--- src/rtl/jt6295_cmd.sv ---
// jt6295_cmd: queues host play/stop requests in a 4-entry FIFO and serialises
// them onto the 6295 write bus (wrn strobe + dout byte).
// Optional macro JT6295_CMD_BUSYCHK_EN: hold a popped play in WAITB while any
// of its target channels still reports busy.
module jt6295_cmd #(
   parameter int unsigned LOW_CYC  = 4,
   parameter int unsigned HIGH_CYC = 4
) (
   input  logic       clk,
   input  logic       rst,
   input  logic       req_valid,
   input  logic       req_op,
   input  logic [6:0] req_phrase,
   input  logic [3:0] req_ch,
   input  logic [3:0] req_att,
   output logic       req_ready,
   output logic       wrn,
   output logic [7:0] dout,
   input  logic [3:0] busy,
   output logic       sent
);

`ifdef JT6295_CMD_BUSYCHK_EN
   typedef enum logic [2:0] {IDLE, WAITB, LOW1, HIGH1, LOW2, HIGH2} state_t;
`else
   typedef enum logic [2:0] {IDLE, LOW1, HIGH1, LOW2, HIGH2} state_t;
`endif

   localparam logic [3:0] LOW_LOAD  = 4'(LOW_CYC - 1);
   localparam logic [3:0] HIGH_LOAD = 4'(HIGH_CYC - 1);

   // FIFO entry layout: {op, phrase[6:0], ch[3:0], att[3:0]}
   logic [15:0] fifo_mem [4];
   logic [1:0]  wr_ptr, rd_ptr;
   logic [2:0]  count;
   logic        push, pop;
   logic [15:0] head;

   state_t      state, next_state;
   logic [3:0]  cnt, next_cnt;
   logic [15:0] cmd;
   logic        last_high;
   logic [7:0]  byte1, byte2;

   assign req_ready = (count != 3'd4);
   assign push      = req_valid & req_ready & ~rst;
   assign head      = fifo_mem[rd_ptr];

   assign byte1 = cmd[15] ? {1'b1, cmd[14:8]} : {1'b0, cmd[7:4], 3'b000};
   assign byte2 = cmd[7:0];

`ifndef JT6295_CMD_BUSYCHK_EN
   logic unused_busy;
   assign unused_busy = ^busy;
`endif

   // FIFO storage: written on every accepted request
   always_ff @(posedge clk) begin
      if (push) fifo_mem[wr_ptr] <= {req_op, req_phrase, req_ch, req_att};
   end

   // FIFO pointers and occupancy
   always_ff @(posedge clk) begin
      if (rst) begin
         wr_ptr <= '0;
         rd_ptr <= '0;
         count  <= '0;
      end else begin
         if (push) wr_ptr <= wr_ptr + 2'd1;
         if (pop)  rd_ptr <= rd_ptr + 2'd1;
         count <= count + 3'(push) - 3'(pop);
      end
   end

   // FSM state, phase counter and the command being sent
   always_ff @(posedge clk) begin
      if (rst) begin
         state <= IDLE;
         cnt   <= '0;
         cmd   <= '0;
      end else begin
         state <= next_state;
         cnt   <= next_cnt;
         if (pop) cmd <= head;
      end
   end

   // Next-state logic: each phase counts cnt down to zero, then reloads for the next
   always_comb begin
      next_state = state;
      next_cnt   = (cnt == 4'd0) ? 4'd0 : cnt - 4'd1;
      pop        = 1'b0;
      last_high  = 1'b0;
      case (state)
         IDLE: begin
            next_cnt = cnt;
            if (count != 3'd0) begin
               pop = 1'b1;
`ifdef JT6295_CMD_BUSYCHK_EN
               if (head[15] && ((busy & head[7:4]) != 4'd0)) begin
                  next_state = WAITB;
               end else begin
                  next_state = LOW1;
                  next_cnt   = LOW_LOAD;
               end
`else
               next_state = LOW1;
               next_cnt   = LOW_LOAD;
`endif
            end
         end
`ifdef JT6295_CMD_BUSYCHK_EN
         WAITB: begin
            next_cnt = cnt;
            if ((busy & cmd[7:4]) == 4'd0) begin
               next_state = LOW1;
               next_cnt   = LOW_LOAD;
            end
         end
`endif
         LOW1: if (cnt == 4'd0) begin
            next_state = HIGH1;
            next_cnt   = HIGH_LOAD;
         end
         HIGH1: if (cnt == 4'd0) begin
            if (cmd[15]) begin
               next_state = LOW2;
               next_cnt   = LOW_LOAD;
            end else begin
               next_state = IDLE;
               last_high  = 1'b1;
            end
         end
         LOW2: if (cnt == 4'd0) begin
            next_state = HIGH2;
            next_cnt   = HIGH_LOAD;
         end
         HIGH2: if (cnt == 4'd0) begin
            next_state = IDLE;
            last_high  = 1'b1;
         end
         default: next_state = IDLE;
      endcase
   end

   // Registered bus outputs: one cycle behind the state, so wrn falls on the
   // second edge after a request is accepted into an empty, idle queue
   always_ff @(posedge clk) begin
      if (rst) begin
         wrn  <= 1'b1;
         dout <= 8'h00;
         sent <= 1'b0;
      end else begin
         wrn  <= !(state == LOW1 || state == LOW2);
         sent <= last_high;
         case (state)
            LOW1, HIGH1: dout <= byte1;
            LOW2, HIGH2: dout <= byte2;
            default:     dout <= dout;
         endcase
      end
   end

endmodule

--- config.mk ---
export PLATFORM = sky130hd
export DESIGN_NAME = jt6295_cmd
export DESIGN_NICKNAME = d
export VERILOG_FILES = /design/src/rtl/jt6295_cmd.sv
export SDC_FILE = /design/constraint.sdc
export NUM_CORES = 1
export LEC_CHECK = 0
export CAP_MARGIN = 20
export CORE_MARGIN = 2
export CORE_UTILIZATION = 60
export DETAILED_ROUTE_END_ITERATION = 12
export DONT_BUFFER_PORTS = 1
export HOLD_SLACK_MARGIN = 0.03
export PLACE_DENSITY_LB_ADDON = 0.3
export SYNTH_ARGS = -nofsm -noshare
export SYNTH_HDL_FRONTEND = slang
export SYNTH_SLANG_ARGS = --single-unit
--- constraint.sdc ---
create_clock -name clk -period 3 [get_ports clk]
set_clock_uncertainty 0.1 [all_clocks]
set_input_delay 0.45 -clock clk [delete_from_list [all_inputs] [get_ports clk]]
set_output_delay 0.45 -clock clk [all_outputs]
set_load 0.05 [all_outputs]
Word level (Yosys, flattened, before mapping). Memories as Yosys holds them, arrays and structs flattened. A register that Yosys moved wholly into a read port is not among the register bits. Index checks and enable logic that the tools add are counted.

Bits in registers: 24. Bits in writable memories: 64. Bits of input ports: 23. Output and inout port bits: 11. Logic and storage cells: 60. Memories: 1.

Memory list: fifo_mem (depth 4, width 16, read ports 1, clocked after Yosys merged registers in 1, wr ports 1, RTL line 33) `logic [15:0] fifo_mem [4];`.

$add $sub $neg: 5. Equal/unequal tests: 10. Mux-type cells: 23. Bitwise operators: 3. Reductions and logical operators: 10.

Operators with widths (number): two-way mux 4 bit (5); one-hot mux 8 bit (2 select lines) (1); two-way mux 3 bit (5); one-hot mux 3 bit (5 select lines) (1); one-hot mux 4 bit (3 select lines) (1); != test 2 bit (second input constant) (5); two-way mux 8 bit (1); two-way mux 1 bit (7); == test 3 x 2 -> 1 bit (second input constant) (2); OR reduction 2 bit (3); AND reduction 5 bit (1); adder 2 x 1 -> 2 bit (second input constant) (2); zero test 4 bit (1); subtractor 4 x 1 -> 4 bit (second input constant) (1); adder 3 x 1 -> 3 bit (1); == test 3 x 1 -> 1 bit (second input constant) (1); == test 3 bit (second input constant) (1); zero test 3 bit (1); != test 3 bit (second input constant) (1); nonzero test 3 bit (1); subtractor 3 x 1 -> 3 bit (1); AND 1 bit (2); two-way mux 2 bit (1); one-hot mux 1 bit (2 select lines) (1); other kinds (4) (4).

Depth between registers and ports, before layout. Gate-level depths: netlist of run 1.

Depth in word-level cells: 5. Depth in mapped cells: 12. Depth with buffers taken out: 11.

Worst setup path before layout of run 1. Ideal clock, no wire load.

Kind: register -> register. Start: reg count[1]. End: reg count[2]. Library setup time: 0.133 ns. Arrival: 2.411 ns. Data required time: 2.767 ns. Path slack: 0.356 ns. Stages on the path, launching flop included: 12. Buffers on the path: 0. Period minus slack after synthesis: 2.644 ns. Path through: dfxtp_1 or3b_1 nand2_1 nor2_1 inv_1 ha_1 inv_1 ha_1 fa_1 xnor2_1 xnor2_1 nor2_1.

Word-level cells in the longest chain between the ends: 5. Elaborated cells between the ends (all ways): 8. Classes of those cells: add/sub: 2; eq/ne: 1; mux: 2; bitwise: 2; reduce/logical: 1.

RTL lines: start: declaration (RTL line 35) `logic [2:0] count;`; start signal: assignment (RTL line 71) `count <= count + 3'(push) - 3'(pop);`; != test 3 bit (RTL line 45) `assign req_ready = (count != 3'd4);`; via req_ready (RTL line 16) `output logic req_ready,`; AND 1 bit (2 in series) (RTL line 46) `assign push = req_valid & req_ready & ~rst;`; adder 3 x 1 -> 3 bit (RTL line 71); subtractor 3 x 1 -> 3 bit (RTL line 71).

The timed path passes the listed nets, and every way through them passes these cells. A chain may end at the register's enable or synchronous reset.

Final worst setup path of run 1.
Start: reg count[1]. End: reg count[2].

Word-level cells in the longest chain between the ends: 5. Elaborated cells between the ends (all ways): 8. Classes of those cells: add/sub: 2; eq/ne: 1; mux: 2; bitwise: 2; reduce/logical: 1.

RTL lines (RTL line): != test 3 bit (45); AND 1 bit (2 in series) (46); adder 3 x 1 -> 3 bit (71); subtractor 3 x 1 -> 3 bit (*) (71).

Every way passes the cells marked *; elsewhere a longest branch is shown, timed or not.

==> metrics.log, run 1 <==
[metrics] RSZ-0062 raised after global routing: false
[metrics] share of synthesized cell area in full adder, half adder and majority cells: 2.77%
[metrics] clock root cell: sky130_fd_sc_hd__clkbuf_8
[metrics] library cell contributing the largest single delay on the critical path: sky130_fd_sc_hd__or3_4
[metrics] Hold Violations, Final: 0
[metrics] transition time of the tightest slew-check pin: 0.877 ns
[metrics] Hold EP: cmd[2]
[metrics] launch point of the critical path: count[1]
[metrics] cell count of the worst hold path: 1
[metrics] critical path required time: 3.15 ns
[metrics] TritonRoute pass-1 iters: 4
[metrics] sequential cell fraction of total power: 48.2%
[metrics] element type at the critical path start: flop
[metrics] kind of cell adding the most delay to the critical path: adder cells
[metrics] TNS Setup: 0 ns
[metrics] Post-CTS Hold Fix Bufs: 0
[metrics] GP Congestion: 0.807
[metrics] Die W: 89.0 microns
[metrics] antenna diode count: 0
[metrics] Final setup violation count: 0
[metrics] register-to-register setup slack: 0.41 ns
[metrics] share of layout cells above drive strength 1: 20.1%
[metrics] Max Transition Viols Final: 0
[metrics] all-layer global routing usage: 20.4%
[metrics] DRC errors left: 0
[metrics] Leakage: 0.00157 uW
[metrics] aggregate global routing overflow: 0
[metrics] ys async rst share: 0%
[metrics] number of ports placed on the die boundary: 34
[metrics] clock share of power: 22.1%
[metrics] Max stage delay on crit path: 0.41 ns
[metrics] Filler cells: 510
[metrics] total of cells resized after clock tree synthesis: 0
[metrics] Mapped Area: 0.00433 sq mm
[metrics] critical register-to-register path startpoint: count[1]
[metrics] Power Internal: 2770 uW
[metrics] worst-case clock buffer depth: 2
[metrics] Routed wire per std cell: 17.2 microns
[metrics] number of antenna violations at the first check in global routing: 0
[metrics] per-instance average area after synthesis: 13.6 sq um
[metrics] Initial Utilization: 62.7%
[metrics] number of nets produced by synthesis: 350
[metrics] time the final worst path needs with I/O delays and setup: 2.59 ns
[metrics] antenna viol nets, final: 0
[metrics] instance count of the mapped netlist: 318
[metrics] die area: 0.00792 sq mm
[metrics] proportion of synthesized area in mux cells: 9.88%
[metrics] proportion of total power due to net switching: 33.7%
[metrics] relative area change from synthesis to final layout: 7.33%
[metrics] reg2reg path depth: 10
[metrics] status: finished clean
[metrics] first-pass GRT wire length: 12000 microns
[metrics] number of buffers added for setup after CTS: 0
[metrics] area occupied by multi-input gates: 0.00144 sq mm
[metrics] vias in the first global route: 2470
[metrics] maximum fanout along the worst path: 18
[metrics] number of violations of the max-capacitance limit: 0
[metrics] count leader, synth: sky130_fd_sc_hd__edfxtp_1
[metrics] Clock H-tree levels: 3
[metrics] fraction of the mapped netlist area in compound gates: 9.30%
[metrics] cell area power density: 897 mW/mm^2
[metrics] endpoint of the lowest-slack register-to-register path: count[2]
[metrics] Detail Placement HPWL: 4810 microns
[metrics] category of the worst setup path capture point: flop
[metrics] port buffer count: 0
[metrics] clock tree from TritonCTS: yes
[metrics] Synth cell types: 45
[metrics] Synth Register Bits: 104
[metrics] achievable frequency: 0.386 GHz
[metrics] Die Height: 89.0 microns
[metrics] Sw Pwr: 1410 uW
[metrics] maximum ir drop on the vdd rail: 0.487 mV
[metrics] Worst Path Arrival: 2.75 ns
[metrics] basic-gate share of the synthesized area counting and, or, nand and nor cells: 10.2%
[metrics] number of nets in the finished design: 356
[metrics] Hold Path Class: in -> reg
[metrics] Commonest cells post-synth: sky130_fd_sc_hd__edfxtp_1, sky130_fd_sc_hd__nand2_1, sky130_fd_sc_hd__dfxtp_1, sky130_fd_sc_hd__mux4_2, sky130_fd_sc_hd__nor2_1
[metrics] area fraction of the dominant cell type after synthesis: 44.4%
[metrics] fraction of power consumed by combinational cells: 29.8%
[metrics] TritonCTS Sinks: 104
[metrics] area occupied by registers: 0.00272 sq mm
[metrics] number of standard-cell rows in the floorplan: 30
[metrics] largest cells by area after synthesis: sky130_fd_sc_hd__edfxtp_1, sky130_fd_sc_hd__dfxtp_1, sky130_fd_sc_hd__mux4_2, sky130_fd_sc_hd__nand2_1, sky130_fd_sc_hd__ha_1
[metrics] cells traversed along the worst timing path: or3_4 -> nand2_4 -> clkinv_4 -> ha_1 -> inv_1 -> ha_1 -> fa_1 -> xnor2_1 -> xnor2_1 -> nor2_1
[metrics] Core Footprint: 0.00691 sq mm
[metrics] drt via density: 5.75
[metrics] worst slew margin relative to its limit: 41.5%
[metrics] cts bufs inserted: 9
[metrics] combinational family with the most area after synthesis: simple AND/OR/NAND/NOR gates
[metrics] clock-pin slew of the registers on the worst-case setup and hold paths: 0.09 ns
[metrics] top_reg_cell synth: sky130_fd_sc_hd__edfxtp_1
[metrics] Critical path buffers and inverters: 2
[metrics] clock latency on the worst-skew pair: 0.35 ns
[metrics] number of enable-type register cells in the synthesized netlist: 64
[metrics] Power, Total: 4170 uW
[metrics] fraction of the yosys area taken by sequential cells: 62.8%
[metrics] Ys Warns: 0
[metrics] startpoint of the most critical hold path: rst
[metrics] routed vias: 2443
[metrics] number of DRC violations after detailed-routing iteration 0: 193
[metrics] pin count of the biggest net entering global routing: 41
[metrics] type of the setup path with the least slack: reg -> reg
[metrics] wire length reported by the detailed router: 7310 microns
[metrics] Synth area leader: sky130_fd_sc_hd__edfxtp_1
[metrics] Post-Synth XOR/XNOR Area: 1.21%
[metrics] period utilisation layout: 86.4%
[final cells by class]
cell class | instances | share of cell area [%]
inverters | 13 | 1.16
well taps | 96 | 2.58
repair buffers | 12 | 2.10
clock inverters | 5 | 1.75
multi-input cells | 184 | 31.0
flip-flops and latches | 104 | 58.5
clock buffers | 11 | 2.82
[cell families (layout without fill, tap and decap cells)]
| logic type | after synthesis | count (layout) |
|---|---|---|
| adders and majority gates | 9 | 9 |
| AOI/OAI and AO/OA | 56 | 56 |
| and+or+nand+nor | 91 | 91 |
| muxes | 22 | 22 |
| DFF | 104 | 104 |
| buffers and inverters | 30 | 41 |
| xor gates and xnor gates | 6 | 6 |
[through the flow]
| stage | util (%) | hold slack (ns) | instance area, sq um | worst slack [ns] | cells |
|---|---|---|---|---|---|
| after floorplan | - | 0.336 | 4330 | 0.356 | 318 |
| after global placement | 63.8 | 0.343 | 4410 | 0.454 | 406 |
| after CTS | 66.9 | 0.0375 | 4620 | 0.375 | 422 |
| after global routing | 67.3 | 0.0317 | 4650 | 0.265 | 425 |
| final | 67.3 | 0.0558 | 4650 | 0.408 | 425 |
| after detailed placement | 63.8 | 0.345 | 4410 | 0.388 | 406 |
[flip-flops by register name, summed over array words and instances, names as in the netlist]
register,flops
cnt,4
dout,8
sent,1
cmd,16
wrn,1
state,3
fifo_mem,64
count,3
rd_ptr,2
wr_ptr,2
[power by group through the flow]
stage	clock (uW)	sequential [uW]	combinational (uW)
4_1_cts	935	2010	1260
6_report	920	2010	1240
3_3_place_gp	0	2030	1220
3_5_place_dp	0	2050	1250
5_1_grt	999	2040	1410
2_1_floorplan	0	1950	1130
[worst max path at each step]
stage          cells past startpoint  slack (ns)       end
2_1_floorplan                     11        0.36  count[2]
3_3_place_gp                      10        0.45  count[2]
3_5_place_dp                      10        0.39  count[2]
4_1_cts                           10        0.37  count[2]
5_1_grt                           10        0.27  count[2]
6_report                          10        0.41  count[2]
[per-layer routing]
layer / GRT usage (%) / wire length (microns)
met5: 0 / 0
met4: 7.06 / 111
met3: 6.28 / 369
met2: 32.0 / 3500
met1: 27.5 / 3330
[cell usage in the layout, fill, tap and decap left out, types with 2 or more instances in the layout]
cell | netlist | final
sky130_fd_sc_hd__xnor2_1 | 5 | 5
sky130_fd_sc_hd__buf_4 | 3 | 9
sky130_fd_sc_hd__edfxtp_1 | 64 | 64
sky130_fd_sc_hd__a22o_1 | 4 | 4
sky130_fd_sc_hd__ha_1 | 8 | 8
sky130_fd_sc_hd__dlygate4sd3_1 | 0 | 3
sky130_fd_sc_hd__o21ai_1 | 5 | 5
sky130_fd_sc_hd__and2_1 | 4 | 4
sky130_fd_sc_hd__mux2_2 | 6 | 6
sky130_fd_sc_hd__clkbuf_1 | 3 | 2
sky130_fd_sc_hd__nor4_1 | 2 | 2
sky130_fd_sc_hd__dfxtp_1 | 40 | 40
sky130_fd_sc_hd__nor2b_1 | 3 | 3
sky130_fd_sc_hd__nand2_1 | 47 | 47
sky130_fd_sc_hd__a21oi_2 | 11 | 11
sky130_fd_sc_hd__nor2_1 | 14 | 14
sky130_fd_sc_hd__nor3_1 | 4 | 4
sky130_fd_sc_hd__inv_1 | 12 | 12
sky130_fd_sc_hd__bufinv_16 | 0 | 2
sky130_fd_sc_hd__nand3_1 | 7 | 7
sky130_fd_sc_hd__a31oi_1 | 5 | 5
sky130_fd_sc_hd__mux4_2 | 16 | 16
sky130_fd_sc_hd__a21oi_1 | 13 | 13
sky130_fd_sc_hd__o221a_2 | 2 | 2
sky130_fd_sc_hd__o211a_1 | 2 | 2
sky130_fd_sc_hd__clkbuf_8 | 0 | 9
sky130_fd_sc_hd__o21ai_0 | 3 | 3
sky130_fd_sc_hd__a22oi_1 | 4 | 4
sky130_fd_sc_hd__a32oi_1 | 3 | 3
sky130_fd_sc_hd__nor3b_2 | 2 | 2
Note: power is estimated with default switching activity, not from simulation.
==> run 2: changes to the inputs <==
--- a/config.mk
+++ b/config.mk
@@ -7,7 +7,7 @@
 export LEC_CHECK = 0
 export CAP_MARGIN = 20
 export CORE_MARGIN = 2
-export CORE_UTILIZATION = 60
+export CORE_UTILIZATION = 32
 export DETAILED_ROUTE_END_ITERATION = 12
 export DONT_BUFFER_PORTS = 1
 export HOLD_SLACK_MARGIN = 0.03
==> constraint.sdc (replaced) <==
create_clock -name clk -period 3.2 [get_ports clk]
set_clock_uncertainty 0.1 [all_clocks]
set_input_delay 0.48 -clock clk [delete_from_list [all_inputs] [get_ports clk]]
set_output_delay 0.48 -clock clk [all_outputs]
set_load 0.05 [all_outputs]
==> run 2 against run 1 <==
  * Largest cell class unchanged
  * Non-clock buffer count decreased by 3
  * Setup slack improved by 0.19 ns
  * Utilization decreased by 31 points
  * Register-to-register slack improved by 0.19 ns
  * Global-route usage decreased by 8.5 points
  * Count of clock-buffer cells in the layout decreased by 1
==> metrics.log, run 2 (same netlist as run 1, synthesis figures left out) <==
[metrics] element type at the critical path start: flop
[metrics] worst slew margin relative to its limit: 38.2%
[metrics] port buffer count: 0
[metrics] critical path required time: 3.34 ns
[metrics] Initial Utilization: 32.7%
[metrics] kind of cell adding the most delay to the critical path: adder cells
[metrics] transition time of the tightest slew-check pin: 0.926 ns
[metrics] Critical path buffers and inverters: 2
[metrics] cell area power density: 860 mW/mm^2
[metrics] number of DRC violations after detailed-routing iteration 0: 182
[metrics] met3 WL: 519 microns
[metrics] maximum ir drop on the vdd rail: 0.396 mV
[metrics] vias in the first global route: 2447
[metrics] first-pass GRT wire length: 13200 microns
[metrics] type of the setup path with the least slack: reg -> reg
[metrics] DRC errors left: 0
[metrics] Clock H-tree levels: 3
[metrics] category of the worst setup path capture point: flop
[metrics] routed wl met2: 3750 microns
[metrics] die area: 0.0145 sq mm
[metrics] RSZ-0062 raised after global routing: false
[metrics] clock-pin slew of the registers on the worst-case setup and hold paths: 0.07 ns
[metrics] aggregate global routing overflow: 0
[metrics] number of flip-flops in the largest register: 64
[metrics] most common cell after layout, fill and taps aside: sky130_fd_sc_hd__edfxtp_1
[metrics] TNS Setup: 0 ns
[metrics] share of layout cells above drive strength 1: 20.6%
[metrics] cts bufs inserted: 9
[metrics] pin count of the biggest net entering global routing: 41
[metrics] Routed wire per std cell: 15.9 microns
[metrics] number of buffers added for setup after CTS: 0
[metrics] Post-CTS Hold Fix Bufs: 0
[metrics] wire length reported by the detailed router: 8010 microns
[metrics] Leakage: 0.00160 uW
[metrics] clock root cell: sky130_fd_sc_hd__clkbuf_16
[metrics] Reg with most FFs: fifo_mem
[metrics] routed vias: 2446
[metrics] antenna viol nets, final: 0
[metrics] maximum fanout along the worst path: 18
[metrics] Worst Path Arrival: 2.74 ns
[metrics] Top Registers: fifo_mem x64, cmd x16, dout x8
[metrics] placed standard-cell area: 0.00451 sq mm
[metrics] total of cells resized after clock tree synthesis: 0
[metrics] all-layer global routing usage: 11.9%
[metrics] max layer used: met4
[metrics] Die W: 120 microns
[metrics] post-route standard cell area excluding fillers: 0.00480 sq mm
[metrics] Die Height: 120 microns
[metrics] Max Transition Viols Final: 0
[metrics] TritonRoute pass-1 iters: 5
[metrics] achievable frequency: 0.384 GHz
[metrics] final worst slack: 0.595 ns
[metrics] number of ports placed on the die boundary: 34
[metrics] Detail Placement HPWL: 5140 microns
[metrics] TritonCTS Sinks: 104
[metrics] worst-case clock buffer depth: 2
[metrics] number of nets in the finished design: 353
[metrics] pre-CTS setup slack: 0.586 ns
[metrics] clock tree from TritonCTS: yes
[metrics] drt via density: 4.87
[metrics] clock latency on the worst-skew pair: 0.35 ns
[metrics] GP Congestion: 0.781
[metrics] cells traversed along the worst timing path: or3_4 -> nand2_4 -> clkinv_4 -> ha_1 -> inv_1 -> ha_1 -> fa_1 -> xnor2_1 -> xnor2_1 -> nor2_1
[metrics] Max stage delay on crit path: 0.41 ns
[metrics] met1 wire length: 3650 microns
[metrics] time the final worst path needs with I/O delays and setup: 2.61 ns
[metrics] number of antenna violations at the first check in global routing: 0
[metrics] top library cells by usage in the layout, fill and taps aside: sky130_fd_sc_hd__edfxtp_1, sky130_fd_sc_hd__nand2_1, sky130_fd_sc_hd__dfxtp_1
[metrics] Hold Violations, Final: 0
[metrics] antenna diode count: 0
[metrics] status: finished clean
[metrics] period utilisation layout: 81.4%
[metrics] Hold Path Class: in -> reg
[metrics] Filler cells: 1297
[metrics] Core Footprint: 0.0132 sq mm
[metrics] library cell contributing the largest single delay on the critical path: sky130_fd_sc_hd__or3_4
[metrics] Final setup violation count: 0
[metrics] number of violations of the max-capacitance limit: 0
[metrics] relative area change from synthesis to final layout: 10.7%
[metrics] number of standard-cell rows in the floorplan: 42
-- run 2: changes by cell type in the layout (fill, tap and decap cells not counted), moves of 2 or more --
cell,delta
sky130_fd_sc_hd__dlygate4sd3_1,-3
sky130_fd_sc_hd__clkinv_4,+2
sky130_fd_sc_hd__inv_8,+3
sky130_fd_sc_hd__clkbuf_8,-9
sky130_fd_sc_hd__bufinv_16,-2
sky130_fd_sc_hd__clkbuf_16,+9
-- run 2: power breakdown --
part           internal [uW]  total [uW]  switching (uW)
clock network            550        1060             507
logic                    510        1170             664
registers               1640        1890             255
total                   2700        4120            1430
-- run 2: worst paths after layout --
kind | startpoint | to | slack [ns] | cells after the start
min reg2reg | cmd[3] | cmd[3] | 0.36 | 2
min | rst | wr_ptr[0] | 0.10 | 1
max reg2reg | count[1] | count[2] | 0.59 | 10
max | count[1] | count[2] | 0.59 | 10
-- run 2: cell type report --
type	instances	area, sq um	share of cell area, %
Sequential cell	104	2720	56.8
Multi-Input combinational cell	184	1440	30.1
Clock buffer	10	229	4.77
Tap cell	176	220	4.59
Timing Repair Buffer	9	67.6	1.41
Clock inverter	6	60.1	1.25
Inverter	13	53.8	1.12
-- run 2: per-layer routing --
layer | GRT usage, % | vias up
met5 | 0 | -
met2 | 18.4 | 58
met1 | 15.4 | 1204
met3 | 4.81 | 8
met4 | 3.78 | 0
li1 | - | 1176
-- run 2: worst register-to-register path, cell delays in order, from the launching register on --
cell and delay [ns]:
sky130_fd_sc_hd__dfxtp_1 0.35, sky130_fd_sc_hd__or3_4 0.41, sky130_fd_sc_hd__nand2_4 0.19, sky130_fd_sc_hd__clkinv_4 0.18, sky130_fd_sc_hd__ha_1 0.31, sky130_fd_sc_hd__inv_1 0.04, sky130_fd_sc_hd__ha_1 0.18, sky130_fd_sc_hd__fa_1 0.38
sky130_fd_sc_hd__xnor2_1 0.18, sky130_fd_sc_hd__xnor2_1 0.13, sky130_fd_sc_hd__nor2_1 0.05
-- run 2: per-stage QoR --
stage | power, uW | std cells | utilization (%) | hold WS [ns]
2_1_floorplan | 2890 | 318 | - | 0.336
3_3_place_gp | 3090 | 486 | 34.0 | 0.344
3_5_place_dp | 3110 | 486 | 34.0 | 0.351
4_1_cts | 4180 | 502 | 36.2 | 0.0808
5_1_grt | 4410 | 502 | 36.2 | 0.0834
6_report | 4120 | 502 | 36.2 | 0.104
